==> src/rtl/motor_pkg.sv <==
// ============================================================================
//  Module      : motor_pkg
//  Description : Shared constants for the stepper-motor pulse generator.
//  Revision    : 1.0 - initial release
// ============================================================================
`default_nettype none

package motor_pkg;

  localparam logic [1:0] ST_IDLE = 2'd0;
  localparam logic [1:0] ST_HIGH = 2'd1;
  localparam logic [1:0] ST_LOW  = 2'd2;

  localparam int MIN_SPEED = 2;

  localparam logic DIR_POS = 1'b1;
  localparam logic DIR_NEG = 1'b0;

endpackage

`default_nettype wire

==> src/rtl/motor_step_gen_if.sv <==
// ============================================================================
//  Module      : motor_step_gen_if
//  Description : Axis command/status bundle between fscpu and motor_step_gen.
//  Revision    : 1.0 - initial release
// ============================================================================
`default_nettype none

interface motor_step_gen_if #(
  parameter int SDW = 32,
  parameter int SNW = 8
);

  logic           sel;
  logic           start;
  logic           stop;
  logic [SDW-1:0] speed;
  logic [SNW-1:0] step;
  logic           dir;
  logic           mod_remain;
  logic [SNW-1:0] new_remain;
  logic           state;
  logic [SNW-1:0] position;
  logic           zpsign;
  logic           tpsign;

  modport master (
    output sel, start, stop, speed, step, dir, mod_remain, new_remain,
    input  state, position, zpsign, tpsign
  );

  modport slave (
    input  sel, start, stop, speed, step, dir, mod_remain, new_remain,
    output state, position, zpsign, tpsign
  );

endinterface

`default_nettype wire

==> src/rtl/sensor_sync_filter.sv <==
// ============================================================================
//  Module      : sensor_sync_filter
//  Description : 2-FF synchroniser with optional debounce (MSG_SENSOR_FILTER_EN).
//  Revision    : 1.0 - initial release
// ============================================================================
`default_nettype none

module sensor_sync_filter #(
  parameter int FILTER_LEN = 16
) (
  input  wire logic clk,
  input  wire logic resetn,
  input  wire logic i_raw,
  output logic      o_sign
);

  logic r_meta;
  logic r_sync;

  always_ff @(posedge clk or negedge resetn) begin
    if (!resetn) begin
      r_meta <= 1'b0;
      r_sync <= 1'b0;
    end else begin
      r_meta <= i_raw;
      r_sync <= r_meta;
    end
  end

`ifdef MSG_SENSOR_FILTER_EN
  localparam int CNT_W = $clog2(FILTER_LEN + 1);

  logic [CNT_W-1:0] r_cnt;
  logic             r_sign;

  // Counts consecutive cycles the synchronised level disagrees with the output.
  always_ff @(posedge clk or negedge resetn) begin
    if (!resetn) begin
      r_cnt  <= '0;
      r_sign <= 1'b0;
    end else if (r_sync == r_sign) begin
      r_cnt <= '0;
    end else if (r_cnt == CNT_W'(FILTER_LEN - 1)) begin
      r_cnt  <= '0;
      r_sign <= r_sync;
    end else begin
      r_cnt <= r_cnt + CNT_W'(1);
    end
  end

  assign o_sign = r_sign;
`else
  assign o_sign = r_sync;
`endif

endmodule

`default_nettype wire

==> src/rtl/motor_step_gen.sv <==
// ============================================================================
//  Module      : motor_step_gen
//  Description : One-axis stepper pulse generator; sensor debounce selectable
//                with MSG_SENSOR_FILTER_EN.
//  Revision    : 1.0 - initial release
// ============================================================================
`default_nettype none

module motor_step_gen
  import motor_pkg::*;
#(
  parameter int C_SPEED_DATA_WIDTH  = 32,
  parameter int C_STEP_NUMBER_WIDTH = 8,
  parameter int C_FILTER_LEN        = 16
) (
  input  wire logic       clk,
  input  wire logic       resetn,
  motor_step_gen_if.slave bus,
  input  wire logic       zpd,
  input  wire logic       tpd,
  output logic            o_drive,
  output logic            o_dir,
  output logic            o_xen
);

  localparam int SDW = C_SPEED_DATA_WIDTH;
  localparam int SNW = C_STEP_NUMBER_WIDTH;

  logic [1:0]     r_fsm;
  logic [SDW-1:0] r_period;
  logic [SDW-1:0] r_cnt;
  logic [SNW-1:0] r_remain;
  logic [SNW-1:0] r_position;
  logic           r_dir;
  logic           r_drive;

  logic           w_zpsign;
  logic           w_tpsign;
  logic [SDW-1:0] w_speed_clamp;
  logic [SDW-1:0] w_half;
  logic [SDW-1:0] w_low_len;
  logic           w_moving;
  logic           w_blocked;
  logic           w_accept;
  logic           w_zero_hit;
  logic           w_term_hit;
  logic           w_abort;
  logic [SNW-1:0] w_remain;
  logic [SNW-1:0] w_next_pos;

  sensor_sync_filter #(.FILTER_LEN(C_FILTER_LEN)) u_zpd_sync (
    .clk(clk), .resetn(resetn), .i_raw(zpd), .o_sign(w_zpsign)
  );

  sensor_sync_filter #(.FILTER_LEN(C_FILTER_LEN)) u_tpd_sync (
    .clk(clk), .resetn(resetn), .i_raw(tpd), .o_sign(w_tpsign)
  );

  assign w_speed_clamp = (bus.speed < SDW'(MIN_SPEED)) ? SDW'(MIN_SPEED) : bus.speed;
  assign w_half        = r_period >> 1;
  assign w_low_len     = r_period - w_half;
  assign w_moving      = (r_fsm != ST_IDLE);

  // A start toward a sensor that is already asserted is refused; stop wins over start.
  assign w_blocked  = (bus.dir == DIR_POS) ? w_tpsign : w_zpsign;
  assign w_accept   = !w_moving && bus.sel && bus.start && !bus.stop &&
                      (bus.step != '0) && !w_blocked;
  assign w_zero_hit = (r_dir == DIR_NEG) && w_zpsign;
  assign w_term_hit = (r_dir == DIR_POS) && w_tpsign;
  assign w_abort    = w_moving && ((bus.sel && bus.stop) || w_zero_hit || w_term_hit);
  assign w_remain   = (bus.sel && bus.mod_remain) ? bus.new_remain : r_remain;
  assign w_next_pos = (r_dir == DIR_POS) ? r_position + SNW'(1) : r_position - SNW'(1);

  always_ff @(posedge clk or negedge resetn) begin
    if (!resetn) begin
      r_fsm      <= ST_IDLE;
      r_period   <= '0;
      r_cnt      <= '0;
      r_remain   <= '0;
      r_position <= '0;
      r_dir      <= 1'b0;
      r_drive    <= 1'b0;
    end else if (w_abort) begin
      r_fsm    <= ST_IDLE;
      r_cnt    <= '0;
      r_remain <= '0;
      r_drive  <= 1'b0;
      if (w_zero_hit) begin
        r_position <= '0;
      end
    end else begin
      case (r_fsm)
        ST_IDLE: begin
          if (w_accept) begin
            r_fsm      <= ST_HIGH;
            r_period   <= w_speed_clamp;
            r_dir      <= bus.dir;
            r_cnt      <= '0;
            r_remain   <= bus.step - SNW'(1);
            r_drive    <= 1'b1;
            r_position <= (bus.dir == DIR_POS) ? r_position + SNW'(1)
                                               : r_position - SNW'(1);
          end
        end
        ST_HIGH: begin
          r_remain <= w_remain;
          if (r_cnt == w_half - SDW'(1)) begin
            r_fsm   <= ST_LOW;
            r_cnt   <= '0;
            r_drive <= 1'b0;
          end else begin
            r_cnt <= r_cnt + SDW'(1);
          end
        end
        ST_LOW: begin
          if (r_cnt != w_low_len - SDW'(1)) begin
            r_cnt    <= r_cnt + SDW'(1);
            r_remain <= w_remain;
          end else if (w_remain != '0) begin
            r_fsm      <= ST_HIGH;
            r_cnt      <= '0;
            r_remain   <= w_remain - SNW'(1);
            r_drive    <= 1'b1;
            r_position <= w_next_pos;
          end else begin
            r_fsm    <= ST_IDLE;
            r_cnt    <= '0;
            r_remain <= '0;
          end
        end
        default: begin
          r_fsm   <= ST_IDLE;
          r_drive <= 1'b0;
        end
      endcase
    end
  end

  assign bus.state    = w_moving;
  assign bus.position = r_position;
  assign bus.zpsign   = w_zpsign;
  assign bus.tpsign   = w_tpsign;
  assign o_drive      = r_drive;
  assign o_dir        = r_dir;
  assign o_xen        = w_moving;

endmodule

`default_nettype wire

==> src/flat_wrapper.sv <==
// flat-port wrapper written by rule: the top's interface ports become plain ports
module motor_step_gen_flat import motor_pkg::*;
#(
  parameter int C_SPEED_DATA_WIDTH  = 32,
  parameter int C_STEP_NUMBER_WIDTH = 8,
  parameter int C_FILTER_LEN        = 16
)
  (clk, resetn, zpd, tpd, o_drive, o_dir, o_xen, bus_sel, bus_start, bus_stop, bus_speed, bus_step, bus_dir, bus_mod_remain, bus_new_remain, bus_state, bus_position, bus_zpsign, bus_tpsign);
  motor_step_gen_if #(.SDW((32)), .SNW((8))) bus_i ();
  input  wire logic clk;
  input  wire logic resetn;
  input  wire logic zpd;
  input  wire logic tpd;
  output logic o_drive;
  output logic o_dir;
  output logic o_xen;
  input wire logic [$bits(bus_i.sel)-1:0] bus_sel;
  input wire logic [$bits(bus_i.start)-1:0] bus_start;
  input wire logic [$bits(bus_i.stop)-1:0] bus_stop;
  input wire logic [$bits(bus_i.speed)-1:0] bus_speed;
  input wire logic [$bits(bus_i.step)-1:0] bus_step;
  input wire logic [$bits(bus_i.dir)-1:0] bus_dir;
  input wire logic [$bits(bus_i.mod_remain)-1:0] bus_mod_remain;
  input wire logic [$bits(bus_i.new_remain)-1:0] bus_new_remain;
  output wire logic [$bits(bus_i.state)-1:0] bus_state;
  output wire logic [$bits(bus_i.position)-1:0] bus_position;
  output wire logic [$bits(bus_i.zpsign)-1:0] bus_zpsign;
  output wire logic [$bits(bus_i.tpsign)-1:0] bus_tpsign;
  assign bus_i.sel = bus_sel;
  assign bus_i.start = bus_start;
  assign bus_i.stop = bus_stop;
  assign bus_i.speed = bus_speed;
  assign bus_i.step = bus_step;
  assign bus_i.dir = bus_dir;
  assign bus_i.mod_remain = bus_mod_remain;
  assign bus_i.new_remain = bus_new_remain;
  assign bus_state = bus_i.state;
  assign bus_position = bus_i.position;
  assign bus_zpsign = bus_i.zpsign;
  assign bus_tpsign = bus_i.tpsign;
  motor_step_gen #(.C_SPEED_DATA_WIDTH(C_SPEED_DATA_WIDTH), .C_STEP_NUMBER_WIDTH(C_STEP_NUMBER_WIDTH), .C_FILTER_LEN(C_FILTER_LEN)) u_core (.clk(clk), .resetn(resetn), .bus(bus_i), .zpd(zpd), .tpd(tpd), .o_drive(o_drive), .o_dir(o_dir), .o_xen(o_xen));
endmodule
==> config.mk <==
export PLATFORM = sky130hd
export DESIGN_NAME = motor_step_gen_flat
export DESIGN_NICKNAME = d
export VERILOG_FILES = /design/src/rtl/motor_pkg.sv /design/src/rtl/motor_step_gen_if.sv /design/src/rtl/sensor_sync_filter.sv /design/src/rtl/motor_step_gen.sv /design/src/flat_wrapper.sv
export SDC_FILE = /design/constraint.sdc
export NUM_CORES = 1
export LEC_CHECK = 0
export BUFFER_PORTS_ARGS = -buffer_cell sky130_fd_sc_hd__buf_2
export CORE_ASPECT_RATIO = 0.8
export CORE_MARGIN = 1
export CORE_UTILIZATION = 50
export CTS_CLUSTER_DIAMETER = 40
export DETAILED_ROUTE_END_ITERATION = 16
export GPL_TIMING_DRIVEN = 0
export HOLD_SLACK_MARGIN = 0.02
export PLACE_DENSITY = 0.68
export SLEW_MARGIN = 20
export SYNTH_ARGS = -nofsm -noshare
export SYNTH_HDL_FRONTEND = slang
export SYNTH_HIERARCHICAL = 1
export SYNTH_SLANG_ARGS = --single-unit
==> constraint.sdc <==
create_clock -name clk -period 6.45 [get_ports clk]
set_clock_uncertainty 0.1 [all_clocks]
set_input_delay 0.3225 -clock clk [delete_from_list [all_inputs] [get_ports clk]]
set_output_delay 0.3225 -clock clk [all_outputs]
set_load 0.05 [all_outputs]
Word-level counts from Yosys, hierarchy flattened
Cells that the tools add are included.
- flip-flop bits (word level): 88
- latch bits: 0
- bits in writable memories: 0
- memory bits (read-only): 0
- input port bits: 57
- output and inout port bits: 14
- word-level logic and storage cells: 90
- memories: 0
- add/subtract/negate cells: 8
- $mul: 0
- div/mod/pow operators: 0
- magnitude comparators: 1
- eq/ne operators: 9
- shifts and indexed selects: 0
- mux-type cells: 33
- bitwise gates (word level): 2
- reduce and logical (&&, ||, !) cells: 26
- operators with widths (operator ; count):
    32-bit two-way mux ; 5
    8-bit two-way mux ; 12
    32-bit case mux with 3 select lines ; 1
    32-bit by 1-bit adder with 32-bit output, second input constant ; 1
    32-bit equality test ; 1
    32-bit by 2-bit less-than comparator with 1-bit output, second input constant ; 1
    32-bit inequality test ; 1
    31-bit by 1-bit subtractor with 32-bit output, second input constant ; 1
    32-bit by 1-bit subtractor with 32-bit output, second input constant ; 1
    32-bit by 31-bit subtractor with 32-bit output ; 1
    8-bit case mux with 3 select lines ; 1
    8-bit by 1-bit subtractor with 8-bit output, second input constant ; 3
    8-bit case mux with 2 select lines ; 1
    8-bit nonzero test ; 2
    1-bit logical AND ; 10
    3-bit by 1-bit inequality test with 1-bit output, second input constant ; 3
    8-bit by 1-bit adder with 8-bit output, second input constant ; 1
    2-bit two-way mux ; 4
    1-bit two-way mux ; 7
    2-bit case mux with 3 select lines ; 1
    3-bit AND reduction ; 2
    5-bit AND reduction ; 1
    4-bit AND reduction ; 1
    4-bit nonzero test ; 1
    12 further kinds ; 16

Depth between registers and ports, before layout
Gate-level depths: netlist of the first run.
- depth in word-level cells: 10
- depth in mapped cells: 15
- mapped depth without buffers: 14

Hierarchy
The synthesis of the first run kept the hierarchy.
- modules (own cells, without submodules) (module ; instances ; cells each ; area an instance (um^2) ; sequential area each (um^2)):
    motor_step_gen ; 1 ; 1216 ; 9811.9 ; 2102.0
    sensor_sync_filter ; 2 ; 2 ; 50.0 ; 50.0

Worst setup path after synthesis of the first run
No wires, ideal clock.
- path kind: register -> register
- start: register u_core.r_period[1]
- end: register u_core.r_cnt[10]
- library setup time: 0.126 ns
- data arrival time: 4.205 ns
- data required time: 6.224 ns
- slack: 2.019 ns
- cell stages (with the launch flop): 16
- buffers on the path: 1
- period minus slack after synthesis: 4.431 ns
- path through: dfrtp_1 -> inv_1 -> ha_1 -> fa_1 -> nor2b_1 -> o311ai_1 -> a21oi_1 -> or3_1 -> o32ai_1 -> o211ai_1 -> nor4_1 -> nand4_1 -> a21oi_1 -> nor2_1 -> clkbuf_1 -> a221o_1
- cells in the longest elaborated chain, start to end: 6
- elaborated cells on any way between the ends: 9
- classes of those cells: 3 x add/sub; 2 x eq/ne; 4 x mux
- RTL lines (element ; line ; RTL):
    from (decl) ; motor_step_gen.sv:30 ; logic [SDW-1:0] r_period;
    from (signal assigned) ; motor_step_gen.sv:96 ; r_period <= w_speed_clamp;
    32-bit by 31-bit subtractor with 32-bit output ; motor_step_gen.sv:61 ; assign w_low_len = r_period - w_half;
    32-bit by 1-bit subtractor with 32-bit output ; motor_step_gen.sv:116 ; if (r_cnt != w_low_len - SDW'(1)) begin
    32-bit inequality test ; motor_step_gen.sv:116 ;
    32-bit two-way mux ; motor_step_gen.sv:116 ;
    32-bit case mux with 3 select lines (*) ; motor_step_gen.sv:92 ; case (r_fsm)
    32-bit two-way mux (*) ; motor_step_gen.sv:83 ; end else if (w_abort) begin
    to (signal assigned) ; motor_step_gen.sv:112 ; r_cnt <= r_cnt + SDW'(1);
    to (signal assigned) ; motor_step_gen.sv:117 ; r_cnt <= r_cnt + SDW'(1);
    to (decl) ; motor_step_gen.sv:31 ; logic [SDW-1:0] r_cnt;
Every way passes the cells marked *; elsewhere a longest branch is shown, timed or not.
A chain may end at the register's enable or synchronous reset.

Worst setup path after layout of the first run
Same ends and word-level chain as after synthesis.

==> results of run 1 <==
-- power by group through the flow --
stage | clock (W) | sequential (W) | combinational (W)
6_report | 0.000520 | 0.000897 | 0.00507
5_1_grt | 0.000552 | 0.000923 | 0.00553
4_1_cts | 0.000534 | 0.000891 | 0.00494
3_5_place_dp | 0 | 0.000900 | 0.00490
3_3_place_gp | 0 | 0.000896 | 0.00483
2_1_floorplan | 0 | 0.000926 | 0.00361
-- worst max-delay path, delay by kind of cell, from the launching register on --
kind | cells | cell delay [ps]
buffers and inverters | 2 | 610
flip-flops | 1 | 490
AND/OR/NAND/NOR | 2 | 910
adder cells (fa/ha/maj) | 1 | 390
AO/OA/AOI/OAI | 7 | 3250
XOR/XNOR | 1 | 210
-- state kept, by name, summed over array words and instances (netlist names) --
register                  flops
u_core/r_cnt                 32
u_core/o_dir                  1
u_core/r_fsm                  2
u_core/u_tpd_sync/r_meta      1
u_core/r_period              32
u_core/u_tpd_sync/o_sign      1
u_core/u_zpd_sync/r_meta      1
u_core/r_remain               8
u_core/u_zpd_sync/o_sign      1
u_core/o_drive                1
u_core/bus.position           8
-- repair_timing --
| item | 4_1_cts | 5_1_grt |
|---|---|---|
| setup endpoints to repair | 0 | 0 |
| buffers inserted | 0 | 0 |
| endpoints found under the hold margin | 23 | 0 |
| hold buffers | 3 | 0 |
| gates resized for setup | 0 | 0 |
-- per-stage QoR --
step | utilization (%) | hold WS [ps] | std cells | area (µm²) | setup WS [ps]
3_5_place_dp | 55.33 | 75.37 | 1549 | 10620 | 577.5
3_3_place_gp | 55.13 | 231.6 | 1548 | 10590 | 578.4
6_report | 56.96 | 91.83 | 1568 | 10940 | 352.7
4_1_cts | 56.96 | 81.61 | 1568 | 10940 | 539.0
5_1_grt | 56.96 | 95.24 | 1568 | 10940 | 50.39
2_1_floorplan | - | -73.09 | 1220 | 9912 | 2019
-- routing by layer --
layer	vias up	GRT usage, %	wire length, µm
li1	4679	-	-
met4	0	8.880	574
met1	4667	47.80	15580
met5	-	0	0
met2	376	43.27	12340
met3	40	6.212	2855
-- cell type report --
| cell class | count | area, µm² |
|---|---|---|
| multi-input combinational | 984 | 7152 |
| tap | 258 | 322.8 |
| clock inverter | 5 | 38.79 |
| sequential | 88 | 2202 |
| timing repair buffer | 74 | 414.1 |
| clock buffer | 11 | 242.7 |
| inverter | 91 | 341.6 |
| fill | 1836 | 8264 |
| buffer | 57 | 221.5 |
-- synth_stat cells (all sizes together), types with 4 or more instances --
cell,n
nand2b,19
clkbuf,47
nand3b,4
o311ai,5
a21boi,7
or4,8
or3,19
a221oi,5
nor2b,22
nor4b,10
a2111oi,6
and4,7
mux2,13
o21ai,59
and3,18
nor2,86
mux2i,14
dfrtp,88
a21o,15
a211o,6
o2111ai,6
nand4,16
a211oi,19
o22ai,5
nor3,30
a22oi,5
a31oi,15
a41oi,4
and2,7
a221o,19
ha,101
a21oi,60
xor2,31
inv,90
xnor2,67
o21a,6
or2,10
nor4,31
o31ai,27
nand3,43
nand2,73
a22o,36
o211ai,15
buf,10
-- logic make-up (layout without fill, tap and decap cells) --
group / after synthesis / in the layout / share of synthesized area, %
compound gates: 345 / 345 / 25.06
flops: 88 / 88 / 22.22
buf+inv: 148 / 238 / 5.680
simple gates: 412 / 412 / 22.51
xor+xnor: 98 / 98 / 8.659
mux: 27 / 27 / 2.928
fa+ha+maj: 102 / 102 / 12.95
-- how the worst max path moves through the flow --
| stage | slack, ps | cells after the start | to |
|---|---|---|---|
| 2_1_floorplan | 2020 | 15 | u_core/r_cnt[10] |
| 3_3_place_gp | 580 | 13 | u_core/r_cnt[30] |
| 3_5_place_dp | 580 | 15 | u_core/r_cnt[10] |
| 4_1_cts | 540 | 15 | u_core/r_cnt[10] |
| 5_1_grt | 50 | 15 | u_core/r_cnt[10] |
| 6_report | 350 | 13 | u_core/r_cnt[10] |
==> flow_metrics.env, run 1 <==
export IMPL_rows=45
export IMPL_min_path_type="primary input to register"
export IMPL_p_switching_w=0.003672
export IMPL_critPathCaptureType="register"
export IMPL_status="completed"
export IMPL_synth_top_area_share_pct=22.22
export IMPL_antenna_found_initial=0
export IMPL_reg2reg_slack_ps=350
export IMPL_clockPowerShare_pct=8.0
export IMPL_critPathSlowestCell="a2111oi_0"
export IMPL_seqPwrFrac_pct=13.8
export IMPL_wirelength_um=31350
export IMPL_synthArstFlopShare_pct=100.0
export IMPL_synth_top_cell_by_area="dfrtp_1"
export IMPL_synth_edf_count=0
export IMPL_yosys_warnings=6
export IMPL_p_comb_share_pct=78.2
export IMPL_vias=9762
export IMPL_p_int_w=0.002817
export IMPL_syn_area_um2=9912
export IMPL_crit_required_ps=6590
export IMPL_clock_latency_ps=360
export IMPL_p_sw_share_pct=56.58
export IMPL_rsz0062_at_grt="false"
export IMPL_vias_per_cell=6.226
export IMPL_slew_headroom_pct=32.26
export IMPL_post_route_drc_count=0
export IMPL_die_h_um=127.9
export IMPL_synth_area_leaders="dfrtp_1 22%, ha_1 13%, xnor2_1 5.9%"
export IMPL_synth_seq_cells=88
export IMPL_r2r_end="u_core/r_cnt[10]"
export IMPL_die_w_um=159.4
export IMPL_synthCells=1220
export IMPL_wl_per_cell_um=19.99
export IMPL_grt_use_total_pct=31.17
export IMPL_clkSinkCount=88
export IMPL_cts_root_buf="clkbuf_16"
export IMPL_p_leak_nw=4.803
export IMPL_io_pins=71
export IMPL_ys_types=90
export IMPL_clkTransAtPathRegs_ps=70
export IMPL_fmax_ghz=0.1640
export IMPL_ir_worst_vdd_mv=0.2956
export IMPL_final_setup_viol_count=0
export IMPL_grt_pass1_vias=8781
export IMPL_crit_path_start="u_core/r_period[1]"
export IMPL_whs_path_depth=2
export IMPL_syn_nets=1379
export IMPL_die_area_um2=20390
export IMPL_nets=1464
export IMPL_worstPathArrival_ps=6230
export IMPL_cts_buffer_depth=2
export IMPL_grt_pass1_wl_um=49410
export IMPL_htree_levels=3
export IMPL_place_port_buffers=70
export IMPL_slew_violations=0
export IMPL_synthToLayoutAreaGrowth_pct=10.33
export IMPL_startpoint_type="register"
export IMPL_cts_tree="built"
export IMPL_fin_crit_sh_pct=94.53
export IMPL_rr_startpoint="u_core/r_period[1]"
export IMPL_whs_endpoint="u_core/r_period[14]"
export IMPL_crit_fanout=10
export IMPL_final_cell_mix="101 x ha_1, 88 x dfrtp_1, 87 x inv_1"
export IMPL_crit_path_cell_trace="inv_1, ha_1, xnor2_1, a2111oi_0, o2111ai_1, a2111oi_0, o2111ai_1, nor4_1, a31oi_1, a21oi_1, nor2_1, clkbuf_1, a221o_1"
export IMPL_maxCapViolations=0
export IMPL_setup_tns_ps=0
export IMPL_worstMarginPinSlew_ps=1007
export IMPL_final_layout_size_suffix_gt1_share_pct=10.15
export IMPL_hp_start="bus_speed[14]"
export IMPL_postRouteAntennaNets=0
export IMPL_cts_buffers=9
export IMPL_synth_avg_cell_area_um2=8.125
export IMPL_drt_initial_drc_count=909
export IMPL_ys_flop_type="dfrtp_1"
export IMPL_core_area_um2=19200
export IMPL_place_hpwl_um=25230
export IMPL_cp_slowest_stage_delay_ps=780
export IMPL_first_pass_iters=6
export IMPL_power_density_nw_per_um2=593.4
export IMPL_hold_viol=0
export IMPL_crit_type="register to register"
export IMPL_start_util_pct=51.63
export IMPL_n_antenna_cell=0
export IMPL_final_common_cell="ha_1"
export IMPL_grt_max_degree=74
export IMPL_gr_total_overflow=0
export IMPL_min_period_ps=6097
export IMPL_gp_congestion=0.9604
export IMPL_synth_seq_area_share_pct=22.22
export IMPL_worst_r2r_path_depth=13
export IMPL_power_w=0.006489
(Power assumes the default switching activity.)
==> inputs of run 2 (changes only) <==
==> constraint.sdc (replaced) <==
create_clock -name clk -period 6.45 [get_ports clk]
set_clock_uncertainty 0.1 [all_clocks]
set_input_delay 1.29 -clock clk [delete_from_list [all_inputs] [get_ports clk]]
set_output_delay 1.29 -clock clk [all_outputs]
set_load 0.05 [all_outputs]
==> flow_metrics.env, run 2 (synthesis gave the netlist of run 1 again) <==
export IMPL_crit_path_cell_trace="inv_1, ha_1, xnor2_1, a2111oi_0, o2111ai_1, a2111oi_0, o2111ai_1, nor4_1, a31oi_1, a21oi_1, nor2_1, clkbuf_1, a221o_1"
export IMPL_wl_met3_um=2794
export IMPL_worst_r2r_path_depth=13
export IMPL_whs_path_depth=0
export IMPL_vias=9800
export IMPL_grt_max_degree=74
export IMPL_grt_pass1_wl_um=49370
export IMPL_largestRegisters="u_core/r_cnt: 32 flops, u_core/r_period: 32 flops"
export IMPL_cts_root_buf="clkbuf_16"
export IMPL_die_h_um=127.9
export IMPL_core_area_um2=19200
export IMPL_min_path_type="register to register"
export IMPL_gp_congestion=0.9604
export IMPL_post_route_util_pct=56.80
export IMPL_cts_tree="built"
export IMPL_crit_fanout=10
export IMPL_die_w_um=159.4
export IMPL_place_hpwl_um=25230
export IMPL_fmax_ghz=0.1620
export IMPL_fin_crit_sh_pct=95.69
export IMPL_final_cell_mix="101 x ha_1, 88 x dfrtp_1, 87 x inv_1"
export IMPL_wl_per_cell_um=20.06
export IMPL_path_buf_inv=2
export IMPL_power_density_nw_per_um2=595.4
export IMPL_slew_headroom_pct=28.85
export IMPL_maxCapViolations=0
export IMPL_final_layout_size_suffix_gt1_share_pct=10.18
export IMPL_wl_met2_um=12450
export IMPL_n_antenna_cell=0
export IMPL_postRouteAntennaNets=0
export IMPL_cts_hold_buf=0
export IMPL_wirelength_um=31400
export IMPL_nets=1461
export IMPL_reg2reg_slack_ps=280
export IMPL_worstPathArrival_ps=6310
export IMPL_whs_endpoint="u_core/u_zpd_sync/o_sign"
export IMPL_io_pins=71
export IMPL_critPathCaptureType="register"
export IMPL_gr_total_overflow=0
export IMPL_top_layer_used="met4"
export IMPL_met1_length_um=15610
export IMPL_clkSinkCount=88
export IMPL_ir_worst_vdd_mv=0.2976
export IMPL_cts_buffer_depth=2
export IMPL_grt_pass1_vias=8770
export IMPL_nFillCells=1839
export IMPL_r2r_end="u_core/r_cnt[10]"
export IMPL_place_port_buffers=70
export IMPL_synthToLayoutAreaGrowth_pct=10.02
export IMPL_cts_setup_buffers=0
export IMPL_grt_use_total_pct=31.15
export IMPL_clkTransAtPathRegs_ps=70
export IMPL_crit_required_ps=6590
export IMPL_rows=45
export IMPL_status="completed"
export IMPL_holdWs_ps=249.2
export IMPL_start_util_pct=51.63
export IMPL_startpoint_type="register"
export IMPL_final_setup_viol_count=0
export IMPL_crit_type="register to register"
export IMPL_cp_slowest_stage_delay_ps=870
export IMPL_first_pass_iters=5
export IMPL_hold_viol=0
export IMPL_cts_buffers=9
export IMPL_post_route_drc_count=0
export IMPL_min_period_ps=6172
export IMPL_slew_violations=0
export IMPL_hp_start="u_core/u_zpd_sync/r_meta"
export IMPL_ctsResizeCount=0
export IMPL_critPathSlowestCell="a2111oi_0"
export IMPL_antenna_found_initial=0
export IMPL_worstMarginPinSlew_ps=1057
export IMPL_drt_initial_drc_count=893
export IMPL_clock_latency_ps=360
export IMPL_vias_per_cell=6.262
export IMPL_setup_tns_ps=0
export IMPL_rr_startpoint="u_core/r_period[1]"
export IMPL_cp_top_family="compound AO/OA/AOI/OAI gates"
export IMPL_htree_levels=3
export IMPL_rsz0062_at_grt="false"
export IMPL_p_leak_nw=4.791
export IMPL_final_common_cell="ha_1"
export IMPL_die_area_um2=20390
==> run 2: through the flow <==
step	power (W)	std cells	area [µm²]	setup slack, ps
after floorplan	0.004533	1220	9912	2019
after global placement	0.005728	1548	10590	578.4
after detailed placement	0.005805	1549	10620	577.5
after CTS	0.006364	1565	10910	539.0
after global routing	0.007007	1565	10910	50.39
final	0.006494	1565	10910	278.0
==> run 2: how the worst max path moves through the flow <==
| stage | start | endpoint | slack [ps] | depth (start not counted) |
|---|---|---|---|---|
| 6_report | u_core/r_period[1] | u_core/r_cnt[10] | 280 | 13 |
| 5_1_grt | u_core/r_period[1] | u_core/r_cnt[10] | 50 | 15 |
| 4_1_cts | u_core/r_period[1] | u_core/r_cnt[10] | 540 | 15 |
| 3_5_place_dp | u_core/r_period[1] | u_core/r_cnt[10] | 580 | 15 |
| 3_3_place_gp | u_core/r_period[1] | u_core/r_cnt[30] | 580 | 13 |
| 2_1_floorplan | u_core/r_period[1] | u_core/r_cnt[10] | 2020 | 15 |
==> run 2: report_power, final <==
group,internal [W],switching [W],leakage (nW)
registers,0.000699,0.000197,1.16
clock network,0.000275,0.000246,0.137
logic,0.00184,0.00323,3.50
==> run 2: worst reg2reg max path: stages, from the launching register on <==
cell	delay, ps
dfrtp_1	490
inv_1	240
ha_1	390
xnor2_1	220
a2111oi_0	730
o2111ai_1	240
a2111oi_0	870
o2111ai_1	230
nor4_1	560
a31oi_1	320
a21oi_1	560
nor2_1	360
clkbuf_1	370
a221o_1	380
==> run 2: layer usage <==
metal	global-route usage, %	vias up
met4	8.880	0
li1	-	4674
met3	6.212	39
met1	47.78	4689
met5	0	-
met2	43.21	398
==> run 2: layout make-up <==
cell class	instances	area, µm²	share of cell area [%]
Clock buffer	11	242.7	2.226
Timing Repair Buffer	71	384.1	3.522
Sequential cell	88	2202	20.19
Multi-Input combinational cell	984	7152	65.58
Inverter	91	341.6	3.132
Buffer	57	221.5	2.031
Tap cell	258	322.8	2.960
Clock inverter	5	38.79	0.3557
==> inputs of run 3 (changes only) <==
--- a/config.mk
+++ b/config.mk
@@ -8,14 +8,13 @@
 export BUFFER_PORTS_ARGS = -buffer_cell sky130_fd_sc_hd__buf_2
 export CORE_ASPECT_RATIO = 0.8
 export CORE_MARGIN = 1
-export CORE_UTILIZATION = 50
+export CORE_UTILIZATION = 53
 export CTS_CLUSTER_DIAMETER = 40
 export DETAILED_ROUTE_END_ITERATION = 16
 export GPL_TIMING_DRIVEN = 0
 export HOLD_SLACK_MARGIN = 0.02
-export PLACE_DENSITY = 0.68
+export PLACE_DENSITY = 0.72
 export SLEW_MARGIN = 20
 export SYNTH_ARGS = -nofsm -noshare
 export SYNTH_HDL_FRONTEND = slang
-export SYNTH_HIERARCHICAL = 1
 export SYNTH_SLANG_ARGS = --single-unit
==> flow_metrics.env, run 3 <==
export IMPL_status="completed"
export IMPL_ys_types=79
export IMPL_slew_headroom_pct=29.80
export IMPL_first_pass_iters=7
export IMPL_rows=43
export IMPL_synth_top_cell_by_area="dfrtp_1"
export IMPL_yosysMostFrequentCell="nand2_1"
export IMPL_setup_tns_ps=0
export IMPL_crit_required_ps=6630
export IMPL_dp_cells=1503
export IMPL_path_buf_inv=1
export IMPL_gr_total_overflow=0
export IMPL_cts_root_buf="clkbuf_16"
export IMPL_crit_top_cell="nand4_1"
export IMPL_hold_viol=0
export IMPL_wl_per_cell_um=20.17
export IMPL_gp_congestion=0.9724
export IMPL_rr_startpoint="u_core.r_period[8]"
export IMPL_worstPathArrival_ps=5540
export IMPL_hp_start="u_core.u_zpd_sync.r_meta"
export IMPL_stdcell_area_um2=10430
export IMPL_start_util_pct=54.42
export IMPL_wirelength_um=30620
export IMPL_synth_edf_count=0
export IMPL_crit_path_cell_trace="inv_1, ha_1, or4_4, a2111oi_4, o21ai_0, a22oi_1, nand4_1, nor4_1, nand4_1, nor3_2, nand2_1, o311ai_1, a2bb2oi_1"
export IMPL_crit_path_start="u_core.r_period[8]"
export IMPL_syn_nets=1365
export IMPL_clock_latency_ps=360
export IMPL_critPathCaptureType="register"
export IMPL_synth_seq_area_share_pct=23.21
export IMPL_ys_flop_type="dfrtp_1"
export IMPL_grt_max_degree=72
export IMPL_power_w=0.006027
export IMPL_rsz0062_at_grt="false"
export IMPL_cts_buffer_depth=2
export IMPL_final_setup_viol_count=0
export IMPL_final_layout_size_suffix_gt1_share_pct=9.745
export IMPL_synthCells=1207
export IMPL_clkTransAtPathRegs_ps=70
export IMPL_synth_avg_cell_area_um2=7.860
export IMPL_synth_seq_cells=88
export IMPL_holdWs_ps=248.5
export IMPL_synth_top_area_share_pct=23.21
export IMPL_place_area_um2=10150
export IMPL_grt_pass1_vias=8171
export IMPL_synth_area_leaders="dfrtp_1 23%, ha_1 13%, xnor2_1 7.2%"
export IMPL_ctsResizeCount=0
export IMPL_instances_no_fill=1518
export IMPL_cts_tree="built"
export IMPL_cp_top_family="simple AND/OR/NAND/NOR gates"
export IMPL_postRouteAntennaNets=0
export IMPL_place_hpwl_um=24830
export IMPL_vias=9312
export IMPL_nFillCells=1663
export IMPL_startpoint_type="register"
export IMPL_yosys_warnings=0
export IMPL_cts_hold_buf=0
export IMPL_die_h_um=121.7
export IMPL_min_period_ps=5358
export IMPL_synth_commonest_cells="128 x nand2_1, 103 x nor2_1, 100 x ha_1"
export IMPL_min_path_type="register to register"
export IMPL_crit_type="register to register"
export IMPL_htree_levels=3
export IMPL_io_pins=71
export IMPL_ir_worst_vdd_mv=0.3541
export IMPL_fmax_ghz=0.1867
export IMPL_power_density_nw_per_um2=577.9
export IMPL_core_area_um2=17430
export IMPL_n_antenna_cell=0
export IMPL_final_cell_mix="128 x nand2_1, 103 x nor2_1, 100 x ha_1"
export IMPL_cp_slowest_stage_delay_ps=640
export IMPL_largestRegisters="u_core.r_cnt: 32 flops, u_core.r_period: 32 flops"
export IMPL_cts_setup_buffers=0
export IMPL_worstMarginPinSlew_ps=1026
export IMPL_p_leak_nw=4.557
export IMPL_place_port_buffers=70
export IMPL_critPathSlowestCell="a2111oi_4"
export IMPL_clkSinkCount=88
export IMPL_die_area_um2=18440
export IMPL_final_common_cell="nand2_1"
export IMPL_slew_violations=0
export IMPL_die_w_um=151.6
export IMPL_maxCapViolations=0
export IMPL_grt_use_total_pct=33.82
export IMPL_nets=1447
export IMPL_fin_crit_sh_pct=83.06
export IMPL_synthToLayoutAreaGrowth_pct=9.932
export IMPL_antenna_found_initial=0
export IMPL_syn_area_um2=9487
export IMPL_vias_per_cell=6.134
export IMPL_synthArstFlopShare_pct=100.0
export IMPL_drt_initial_drc_count=978
export IMPL_post_route_drc_count=0
export IMPL_grt_pass1_wl_um=46850
export IMPL_cts_buffers=9
export IMPL_crit_fanout=7
run 3: path summary, 6_finish.rpt:
| path | endpoint | slack, ps | cells past startpoint |
|---|---|---|---|
| worst max-delay path | u_core.r_remain[4] | 1090 | 13 |
| worst min-delay path | u_core.u_zpd_sync.o_sign | 250 | 0 |
| worst max register to register | u_core.r_remain[4] | 1090 | 13 |
| worst min register to register | u_core.u_zpd_sync.o_sign | 250 | 0 |
| max in group asynchronous | u_core.r_cnt[6] | 4950 | 2 |
| min in group asynchronous | u_core.r_period[28] | 670 | 1 |
run 3: kinds of logic after synthesis:
logic type                 Yosys count  share of synthesized area (%)
muxes                               18                          2.005
xor gates and xnor gates           128                          11.82
adders and majority gates          101                          13.40
DFF                                 88                          23.21
AOI/OAI and AO/OA                  305                          21.52
buffers and inverters              131                          5.526
and+or+nand+nor                    436                          22.51
run 3: power by group:
group | switching (W) | total [W] | leakage [nW] | internal [W]
Sequential | 0.000170 | 0.000875 | 1.14 | 0.000705
Combinational | 0.00296 | 0.00463 | 3.29 | 0.00167
Clock | 0.000255 | 0.000520 | 0.126 | 0.000265
run 3: final cells by class:
class                      count  area, µm²  share of cell area, %
inverter                      80      300.3                  2.879
clock buffer                   9      225.2                  2.160
clock inverter                 6      51.30                 0.4919
buffer                        51      224.0                  2.148
timing repair buffer          71      384.1                  3.683
multi-input combinational    988       6760                  64.82
sequential                    88       2202                  21.12
tap                          225      281.5                  2.699
run 3: worst register-to-register path: cells and delay by family, from the launching register on:
family          cells  cell delay, ps
simple gates        6            2550
flops               1             490
compound gates      5            1540
buf+inv             1             170
fa+ha+maj           1             430
run 3: routing by layer:
metal	GRT usage, %	vias to the layer above	share of wire, %
met3	6.554	25	9.3
met5	0	-	0
li1	-	4433	-
met2	47.75	382	42
met1	52.98	4472	48
met4	5.507	0	0.84
run 3: per-stage QoR:
step	util, %	setup slack [ps]
3_3_place_gp	58.05	1308
4_1_cts	59.83	1307
3_5_place_dp	58.24	1360
2_1_floorplan	-	2340
5_1_grt	59.83	799.5
6_report	59.83	1092
